[src/rtl/mem_arbiter.sv]
// Two-requester arbiter sharing one byte-addressed memory between instruction fetch and load/store.
// Optional macro MEM_ARB_RR_EN selects round-robin arbitration; default is fixed data-port priority.
module mem_arbiter #(
    parameter int unsigned MEM_BYTES = 1376
) (
    input  logic        clk,
    input  logic        rst_n,
    input  logic        if_req,
    input  logic [31:0] if_addr,
    output logic        if_gnt,
    output logic        if_rvalid,
    output logic [31:0] if_rdata,
    output logic        if_err,
    input  logic        d_req,
    input  logic        d_we,
    input  logic [31:0] d_addr,
    input  logic [31:0] d_wdata,
    output logic        d_gnt,
    output logic        d_rvalid,
    output logic [31:0] d_rdata,
    output logic        d_err,
    output logic [31:0] mem_raddr,
    output logic [31:0] mem_waddr,
    output logic [31:0] mem_in,
    output logic        mem_memwr,
    input  logic [31:0] mem_out
);

    typedef enum logic [1:0] {
        OWN_NONE = 2'd0,
        OWN_IF   = 2'd1,
        OWN_D    = 2'd2
    } owner_t;

    owner_t owner;
    logic   is_store;
    logic   err;
    logic   if_ok;
    logic   d_ok;
    logic   if_sel;
    logic   d_sel;

    // 33-bit sum keeps addresses near 2^32 from wrapping back into range.
    function automatic logic in_range(input logic [31:0] addr);
        logic [32:0] last_byte;
        last_byte = {1'b0, addr} + 33'd3;
        return last_byte < 33'(MEM_BYTES);
    endfunction

    assign if_ok = in_range(if_addr);
    assign d_ok  = in_range(d_addr);

`ifdef MEM_ARB_RR_EN
    logic last;  // winner of the last contended cycle: 0 = IF, 1 = D

    assign d_sel  = d_req & (~if_req | ~last);
    assign if_sel = if_req & ~d_sel;
`else
    assign d_sel  = d_req;
    assign if_sel = if_req & ~d_req;
`endif

    assign d_gnt     = rst_n & d_sel;
    assign if_gnt    = rst_n & if_sel;

    assign mem_raddr = d_sel ? d_addr : if_addr;
    assign mem_waddr = d_addr;
    assign mem_in    = d_wdata;
    assign mem_memwr = d_gnt & d_we & d_ok;

    // Response tag: captures who owns next cycle's mem_out.
    always_ff @(posedge clk or negedge rst_n) begin
        if (!rst_n) begin
            owner    <= OWN_NONE;
            is_store <= 1'b0;
            err      <= 1'b0;
`ifdef MEM_ARB_RR_EN
            last     <= 1'b0;
`endif
        end else begin
            if (d_gnt) begin
                owner    <= OWN_D;
                is_store <= d_we;
                err      <= ~d_ok;
            end else if (if_gnt) begin
                owner    <= OWN_IF;
                is_store <= 1'b0;
                err      <= ~if_ok;
            end else begin
                owner    <= OWN_NONE;
                is_store <= 1'b0;
                err      <= 1'b0;
            end
`ifdef MEM_ARB_RR_EN
            if (if_req && d_req) begin
                last <= d_sel;
            end
`endif
        end
    end

    assign if_rvalid = (owner == OWN_IF);
    assign if_err    = if_rvalid & err;
    assign if_rdata  = (if_rvalid && !err) ? mem_out : 32'h0;

    assign d_rvalid  = (owner == OWN_D);
    assign d_err     = d_rvalid & err;
    assign d_rdata   = (d_rvalid && !err && !is_store) ? mem_out : 32'h0;

endmodule

[config.mk]
export PLATFORM = sky130hd
export DESIGN_NAME = mem_arbiter
export DESIGN_NICKNAME = d
export VERILOG_FILES = /design/src/rtl/mem_arbiter.sv
export SDC_FILE = /design/constraint.sdc
export NUM_CORES = 1
export LEC_CHECK = 0
export BUFFER_PORTS_ARGS = -buffer_cell sky130_fd_sc_hd__buf_4
export CAP_MARGIN = 20
export CORE_AREA = 2 2 115 117
export DETAILED_ROUTE_END_ITERATION = 10
export DIE_AREA = 0 0 117 119
export PLACE_DENSITY = 0.55
export SYNTH_ARGS = -nofsm -noshare
export SYNTH_HDL_FRONTEND = slang
export SYNTH_SLANG_ARGS = --single-unit
export TNS_END_PERCENT = 1
[constraint.sdc]
create_clock -name clk -period 1.45 [get_ports clk]
set_clock_uncertainty 0.1 [all_clocks]
set_input_delay 0.0725 -clock clk [delete_from_list [all_inputs] [get_ports clk]]
set_output_delay 0.0725 -clock clk [all_outputs]
set_load 0.03 [all_outputs]
* Word level (Yosys, flattened, before mapping)
Index checks and enable logic that the tools add are counted.
Operators by class: bitwise gates (word level) 10, multiply operators 0, shift operators 0, order comparisons 2, reductions and logical operators 5, multiplexer cells 8, div/mod/pow operators 0, equality and inequality tests 2, add/sub/neg operators 2
Operators with widths (count):
- $mux 32 | 3
- $add 32x2->33 const B | 2
- $lt 33x11->1 const B | 2
- $and 1x1->1 | 7
- $mux 1 | 4
- $logic_and 1x1->1 | 3
- $not 1->1 | 3
- $eq 2x1->1 const B | 1
- $eq 2x2->1 const B | 1
- $logic_not 1->1 | 2
- $mux 2 | 1
Word-level totals: bits in latches 0, memories 0, bits in read-only memories 0, memory bits (writable) 0, register bits after elaboration 4, logic and storage cells 32

* Depth between registers and ports, before layout
Gate-level depths: netlist (run 1).
depth after elaboration 5, mapped depth 7, gate-level depth less buffers 6

* Least setup slack after synthesis (run 1)
Ideal clock, no wire load.
path kind reg-to-output, from register owner[0], to output port d_rdata[0], stages on the path, launching flop included 5, path slack -0.515 ns, data required time 1.278 ns, path buffers 1, arrival 1.793 ns, cell sequence dfrtp_1 -> nor2b_1 -> nor3b_1 -> clkbuf_1 -> and2_1
On the way: longest elaborated chain between the ends 4
Ends and longest elaborated chain:
- start, declared | line 35 | owner_t owner;
- start signal, assigned | line 74 | owner <= OWN_NONE;
- start signal, assigned | line 82 | owner <= OWN_D;
- start signal, assigned | line 86 | owner <= OWN_IF;
- $eq 2x2->1 | line 106 | assign d_rvalid = (owner == OWN_D);
- via d_rvalid | line 19 | output logic d_rvalid,
- $logic_and 1x1->1 (2 in series) | line 108 | assign d_rdata = (d_rvalid && !err && !is_store) ? mem_out : 32'h0;
- $mux 32 | line 108
- end, declared | line 20 | output logic [31:0] d_rdata,
The timed path passes the listed nets, and every way through them passes these cells.

* Final worst setup path (run 1)
from input port d_addr[13], to output port mem_memwr
On the way: longest elaborated chain between the ends 3
Ends and longest elaborated chain:
- start, declared | line 16 | input logic [31:0] d_addr,
- $add 32x2->33 | line 46 | last_byte = {1'b0, addr} + 33'd3;
- $lt 33x11->1 | line 47 | return last_byte < 33'(MEM_BYTES);
- $and 1x1->1 | line 69 | assign mem_memwr = d_gnt & d_we & d_ok;
- end, declared | line 25 | output logic mem_memwr,
No other way between the ends.

==> results by group, run 1 <==
Outcome
  • Outcome: complete, but fails checks
  • Failing checks: negative setup slack

Synth
  • Post-Syn Nets: just over 400
  • Ys Warns: 0
  • Syn avg cell area: between 7 and 8 sq um
  • Register bit total from synthesis: 4
  • Synth Cell Area: about 2100 sq um
  • Async set-reset flop share out of synthesis: 1.000
  • EDFF count, synth: 0
  • Synth unique cells: 46
  • Main synth FF type: dfrtp_1
  • Seq/Total Area, Yosys: 0.04878
  • Mapped Cells: ~270

Flow run
  • Max Cap Viol: 0

Final layout
  • Commonest cells after routing, fill and taps aside: buf_4, buf_6, and2_1
  • Final instance area: 4493 sq um
  • N_diodes: 0
  • Layout cells sized above 1: 0.7040
  • Final core occ: 0.3490
  • Layout overhead on the synthesized area: 119.0%
  • Layout Nets: about 640
  • Commonest non-fill, non-tap cell in the layout: buf_4

GRT
  • Grt total ovfl: 0
  • Largest net degree at the start of global routing: 33
  • First-pass GRT wire length: roughly 16000 um
  • Vias in the first global route: approximately 2900
  • Initial antenna violation count: 0
  • GRT Total Usage: 0.1489

Timing
  • Final Setup Violations: 66
  • Worst Slack Setup Final: -482.6 ps
  • Tcrit/Tclk final: 1.333
  • Final hold viol count: 0
  • Worst slew pin tran: ~520 ps
  • Final min period: 1933 ps
  • Max-slew violations: 0
  • Setup TNS: -11230 ps
  • Fmax achieved: approximately 520 MHz
  • Unrepaired setup endpoints after global routing: true
  • Slew headroom: 0.6497

Worst setup path
  • CP Launch Point: d_addr[13]
  • Slowest CP cell: nor4_4
  • Critical path arrival: 1760 ps
  • CP startpoint kind: input pin
  • Crit-path max FO: 6
  • Critical-path cell list: buf_8 -> nand4_1 -> nor4_4 -> buf_12 -> o211ai_1 -> a22o_1 -> nor4_4 -> buf_4 -> and2_4 -> buf_6
  • CP peak stage delay: 350 ps
  • Worst Setup End Kind: primary output
  • Critical path class: in -> out
  • Most common cell type on the critical path: nor4_4
  • Worst Path Required: 1280 ps
  • Worst setup endpoint: mem_memwr

Die
  • Full die area: ~14000 sq um
  • Die X-Extent: approximately 120 um
  • DIE HEIGHT: approximately 120 um
  • Initial Util: 0.1594
  • Core Rows: 42
  • Num ports: 300
  • Core area: 12870 sq um

Clock tree
  • CTS Buf Count: 3
  • CTS sink cnt: 4
  • CTS tree: done
  • Max H-tree Level: 1
  • Clock Tree Root: clkbuf_16
  • Reg clk slew, reported paths: approximately 30 ps
  • Clock tree buffer depth: 2

Route
  • DR vias: 2873
  • Total Routed Length: ~11000 um
  • ANT nets after route: 0
  • Residual DRC count: 0
  • Via density: 4.250
  • Drt first pass iters: 4
  • First DRT Iteration DRCs: 39
  • WL/cell: ~16 um

Place
  • HPWL Detailed: between 10000 and 15000 um
  • Post-DP Area: roughly 4100 sq um
  • Port-buffer cells: ~240
  • Gpl congestion: between 0.8 and 0.9

Pwr
  • Final Power: 1.878 mW
  • Cell Pwr Density: 417.9 nW/um^2
  • VDD IR-drop max: around 0.29 mV
  • Static leakage power: about 2.2 nW

Hold path
  • Hold Path Class: in -> reg
  • Hold Path Cell Cnt: 3
-- layout make-up --
class | count | area (sq um)
sequential | 4 | 100.1
fill | 1336 | 8382
multi-input combinational | 192 | 1530
tap | 176 | 220.2
clock buffer | 3 | 75.07
inverter | 2 | 7.507
timing repair buffer | 299 | 2560
-- synth_stat cells, types with 2 or more instances --
master,number,area [sq um]
mux2_1,25,281.5
o211ai_1,2,15.01
inv_1,2,7.510
mux2_2,6,67.56
o21ai_0,4,20.02
a311oi_1,2,17.52
nor3_1,4,20.02
nand4_1,10,62.56
nand2_1,7,26.28
dfrtp_1,4,100.1
clkbuf_1,10,37.54
a21oi_1,3,15.01
and4_1,2,17.52
nand3_1,6,30.03
nand4b_1,2,17.52
a31oi_1,2,12.51
and3_1,2,12.51
and2_1,72,450.4
nor2b_1,3,18.77
nor4_1,7,43.79
buf_4,64,480.5
nor4_4,2,42.54
nor2_1,9,33.78
-- timing repair --
item | in CTS | in global routing
hold buffers | 1 | 0
resized for setup | 75 | 6
setup buffers | 2 | 1
endpoints found under the setup margin | 66 | 66
pin swaps | 7 | 3
endpoints found under the hold margin | 4 | 0
-- flip-flops by register name (all words and copies together) (netlist names) --
register / cells
owner: 2
err: 1
is_store: 1
-- where the power goes --
part / switching (mW) / internal [mW]
registers: 0.00903 / 0.118
logic: 0.696 / 0.635
clock network: 0.0685 / 0.351
total: 0.773 / 1.10
-- per-stage QoR --
step,hold WS (ps),setup slack [ps],cells
2_1_floorplan,-323.1,-171.2,273
4_1_cts,7.369,-542.7,675
3_3_place_gp,-222.0,-673.0,669
5_1_grt,26.30,-583.4,676
3_5_place_dp,-219.8,-690.8,669
6_report,9.450,-482.6,676
-- worst min-delay path by stage --
stage                    endpoint  slack (ps)  startpoint
2_1_floorplan       err$_DFF_PN0_        -320       rst_n
3_3_place_gp   owner[1]$_DFF_PN0_        -220       rst_n
3_5_place_dp   is_store$_DFF_PN0_        -220       rst_n
4_1_cts        owner[0]$_DFF_PN0_           7      if_req
5_1_grt        owner[0]$_DFF_PN0_          30      if_req
6_report       owner[0]$_DFF_PN0_           9      if_req
-- critical path, delay by kind of cell --
family | cells | cell delay (ps)
AND/OR/NAND/NOR | 4 | 850
buffers and inverters | 4 | 510
AO/OA/AOI/OAI | 2 | 330
-- routing by layer --
metal	global-route usage	vias up	wire length [um]	share of wire
li1	-	1361	-	-
met1	0.1535	1302	3845	0.35
met2	0.3071	198	6149	0.55
met3	0.02239	12	997	0.089
met4	0.02647	0	151	0.014
met5	0	-	0	0
-- cell families (layout without fill, tap and decap cells) --
group,after synthesis,after routing,share of synthesized area
AO/OA/AOI/OAI,27,27,0.1000
buffers and inverters,77,304,0.2616
flip-flops,4,4,0.04878
multiplexers,33,33,0.1823
AND/OR/NAND/NOR,132,132,0.4073
No activity file was read; power rests on OpenSTA's default activity.
==> run 2, diff against run 1 <==
Settings changed: TNS_END_PERCENT 1 to 5.
==> run 2 against run 1 <==
The flow still finishes with violations (negative setup slack). Critical path type unchanged. Wire length rose by 8.3%. Highest routed layer unchanged. Utilization rose by 2.1 points. First-iteration DRC count rose by 51%. Largest power group unchanged.
==> results by group, run 2 (synthesized netlist as in run 1, its figures left out) <==
Outcome
  • Outcome: complete, but fails checks (unchanged)
  • Failing checks: negative setup slack (unchanged)

Clock tree
  • CTS sink cnt: 4 (unchanged)
  • Clock Tree Root: clkbuf_16 (unchanged)
  • Max H-tree Level: 1 (unchanged)
  • Clock tree buffer depth: 2 (unchanged)
  • CTS Buf Count: 3 (unchanged)
  • CTS tree: done (unchanged)
  • Reg clk slew, reported paths: 30 ps (about the same)

Timing
  • Final min period: 1960 ps (was 1933 ps)
  • Slew headroom: 0.6917 (was 0.6497)
  • Final hold viol count: 0 (unchanged)
  • Worst Slack Setup Final: -510.1 ps (was -482.6 ps)
  • Max-slew violations: 0 (unchanged)
  • Final Setup Violations: 66 (unchanged)
  • Worst slew pin tran: 462.4 ps (was 520.7 ps)
  • Fmax achieved: 510.2 MHz (was 517.4 MHz)
  • Setup TNS: -13700 ps (was -11230 ps)
  • Unrepaired setup endpoints after global routing: true (unchanged)
  • Tcrit/Tclk final: 1.352 (was 1.333)

Worst setup path
  • Worst Path Required: 1280 ps (about the same)
  • Crit-path max FO: 6 (unchanged)
  • Most common cell type on the critical path: buf_4 (was nor4_4)
  • CP Launch Point: d_addr[1] (was d_addr[13])
  • Critical-path cell list: buf_4 -> or2_4 -> and2_4 -> buf_4 -> nand3_2 -> mux2_4 -> nor4_4 -> buf_4 -> and2_4 -> buf_6 (was buf_8 -> nand4_1 -> nor4_4 -> buf_12 -> o211ai_1 -> a22o_1 -> nor4_4 -> buf_4 -> and2_4 -> buf_6)
  • Critical path arrival: 1790 ps (was 1760 ps)
  • CP peak stage delay: 310 ps (was 350 ps)
  • CP startpoint kind: input pin (unchanged)
  • Slowest CP cell: mux2_4 (was nor4_4)
  • Worst Setup End Kind: primary output (unchanged)
  • Critical path class: in -> out (unchanged)

Final layout
  • N_diodes: 0 (unchanged)
  • Fillers: 1277 (was 1336)
  • Commonest non-fill, non-tap cell in the layout: buf_4 (unchanged)
  • Layout overhead on the synthesized area: 132.2% (was 119.0%)
  • Top reg by flops: owner (unchanged)
  • Final core occ: 0.3701 (was 0.3490)
  • Max reg flops: 2 (unchanged)
  • Commonest cells after routing, fill and taps aside: buf_4, buf_6, and2_4 (was buf_4, buf_6, and2_1)
  • Layout Nets: 649 (was 635)
  • Largest regs: owner: 2 flops, err: 1 flops, is_store: 1 flops (unchanged)
  • Layout cells sized above 1: 0.7490 (was 0.7040)

Route
  • ANT nets after route: 0 (unchanged)
  • Via density: 4.252 (was 4.250)
  • Residual DRC count: 0 (unchanged)
  • First DRT Iteration DRCs: 59 (was 39)
  • Drt first pass iters: 4 (unchanged)
  • Total Routed Length: 12070 um (was 11140 um)
  • WL/cell: 17.49 um (was 16.49 um)
  • DR vias: 2934 (was 2873)

Die
  • Die X-Extent: 117 um (unchanged)
  • Core Rows: 42 (unchanged)
  • Core area: 12870 sq um (unchanged)
  • DIE HEIGHT: 119 um (unchanged)
  • Full die area: 13920 sq um (unchanged)
  • Num ports: 300 (unchanged)
  • Initial Util: 0.1594 (unchanged)

Place
  • Gpl congestion: 0.9032 (was 0.8372)
  • Port-buffer cells: 235 (unchanged)
  • HPWL Detailed: 10090 um (was 10060 um)

Flow run
  • Max Cap Viol: 0 (unchanged)

GRT
  • Initial antenna violation count: 0 (unchanged)
  • First-pass GRT wire length: 16080 um (was 15860 um)
  • Vias in the first global route: 2932 (was 2861)
  • Grt total ovfl: 0 (unchanged)
  • GRT Total Usage: 0.1520 (was 0.1489)
  • Largest net degree at the start of global routing: 36 (was 33)

Hold path
  • Hold Crit Start: if_req (unchanged)
  • Hold Path Class: in -> reg (unchanged)

Pwr
  • Static leakage power: 2.340 nW (was 2.212 nW)
  • Comb power frac: 0.721 (was 0.709)
  • Clock power frac: 0.215 (was 0.224)
  • Net switching power of the design: 797.8 uW (was 773.3 uW)
  • Internal power: 1.153 mW (was 1.104 mW)
  • VDD IR-drop max: 0.2516 mV (was 0.2936 mV)
  • Sw frac: 0.4091 (was 0.4118)
  • Cell Pwr Density: 409.3 nW/um^2 (was 417.9 nW/um^2)
  • Seq pwr share: 0.065 (was 0.068)
run 2: worst max-delay path, delay by kind of cell:
kind / cells / cell delay [ps]
and+or+nand+nor: 5 / 880
buffers and inverters: 4 / 520
muxes: 1 / 310
run 2: power groups by stage:
| stage | clock [mW] | sequential [mW] | combinational [mW] |
|---|---|---|---|
| 2_1_floorplan | 0 | 0.125 | 0.794 |
| 3_3_place_gp | 0 | 0.126 | 1.27 |
| 3_5_place_dp | 0 | 0.126 | 1.28 |
| 4_1_cts | 0.428 | 0.126 | 1.35 |
| 5_1_grt | 0.443 | 0.127 | 1.47 |
| 6_report | 0.419 | 0.126 | 1.41 |
run 2: worst paths after layout:
| check | cells past startpoint | slack (ps) | to |
|---|---|---|---|
| min in group asynchronous | 2 | 100 | is_store$_DFF_PN0_ |
| setup / recovery | 10 | -510 | mem_memwr |
| hold / removal | 3 | 20 | owner[0]$_DFF_PN0_ |
| max in group asynchronous | 2 | 1040 | owner[0]$_DFF_PN0_ |
run 2: layer usage:
metal  part of all wire  wire length (um)  track usage  vias to the layer above
met5                  0                 0            0                        -
met1               0.34              4059       0.1421                     1348
met4              0.021               249      0.03088                        0
met2               0.57              6858       0.3266                      185
li1                   -                 -            -                     1385
met3              0.074               898      0.02595                       16
run 2: through the flow:
stage	hold slack, ps	instance area, sq um	worst slack (ps)	power (mW)	std cells
2_1_floorplan	-323.1	2140	-171.2	0.9184	273
3_3_place_gp	-220.5	4076	-668.2	1.394	670
3_5_place_dp	-218.2	4076	-703.0	1.404	670
4_1_cts	18.34	4573	-561.9	1.909	685
5_1_grt	26.49	4765	-574.6	2.043	690
6_report	17.02	4765	-510.1	1.950	690
run 2: final cells by class:
cell class	instances	area, sq um	share of cell area
sequential	4	100.1	0.02101
clock buffer	3	75.07	0.01576
multi-input combinational	192	1644	0.3451
inverter	2	7.507	0.001576
timing repair buffer	313	2718	0.5704
tap	176	220.2	0.04622
run 2: what timing repair did:
| item | 4_1_cts | 5_1_grt |
|---|---|---|
| hold endpoints to repair | 4 | 0 |
| pin swaps | 16 | 24 |
| cloned | 2 | 2 |
| setup endpoints to repair | 66 | 66 |
| setup buffers | 9 | 3 |
| resized for setup | 91 | 39 |
| hold buffers | 1 | 0 |
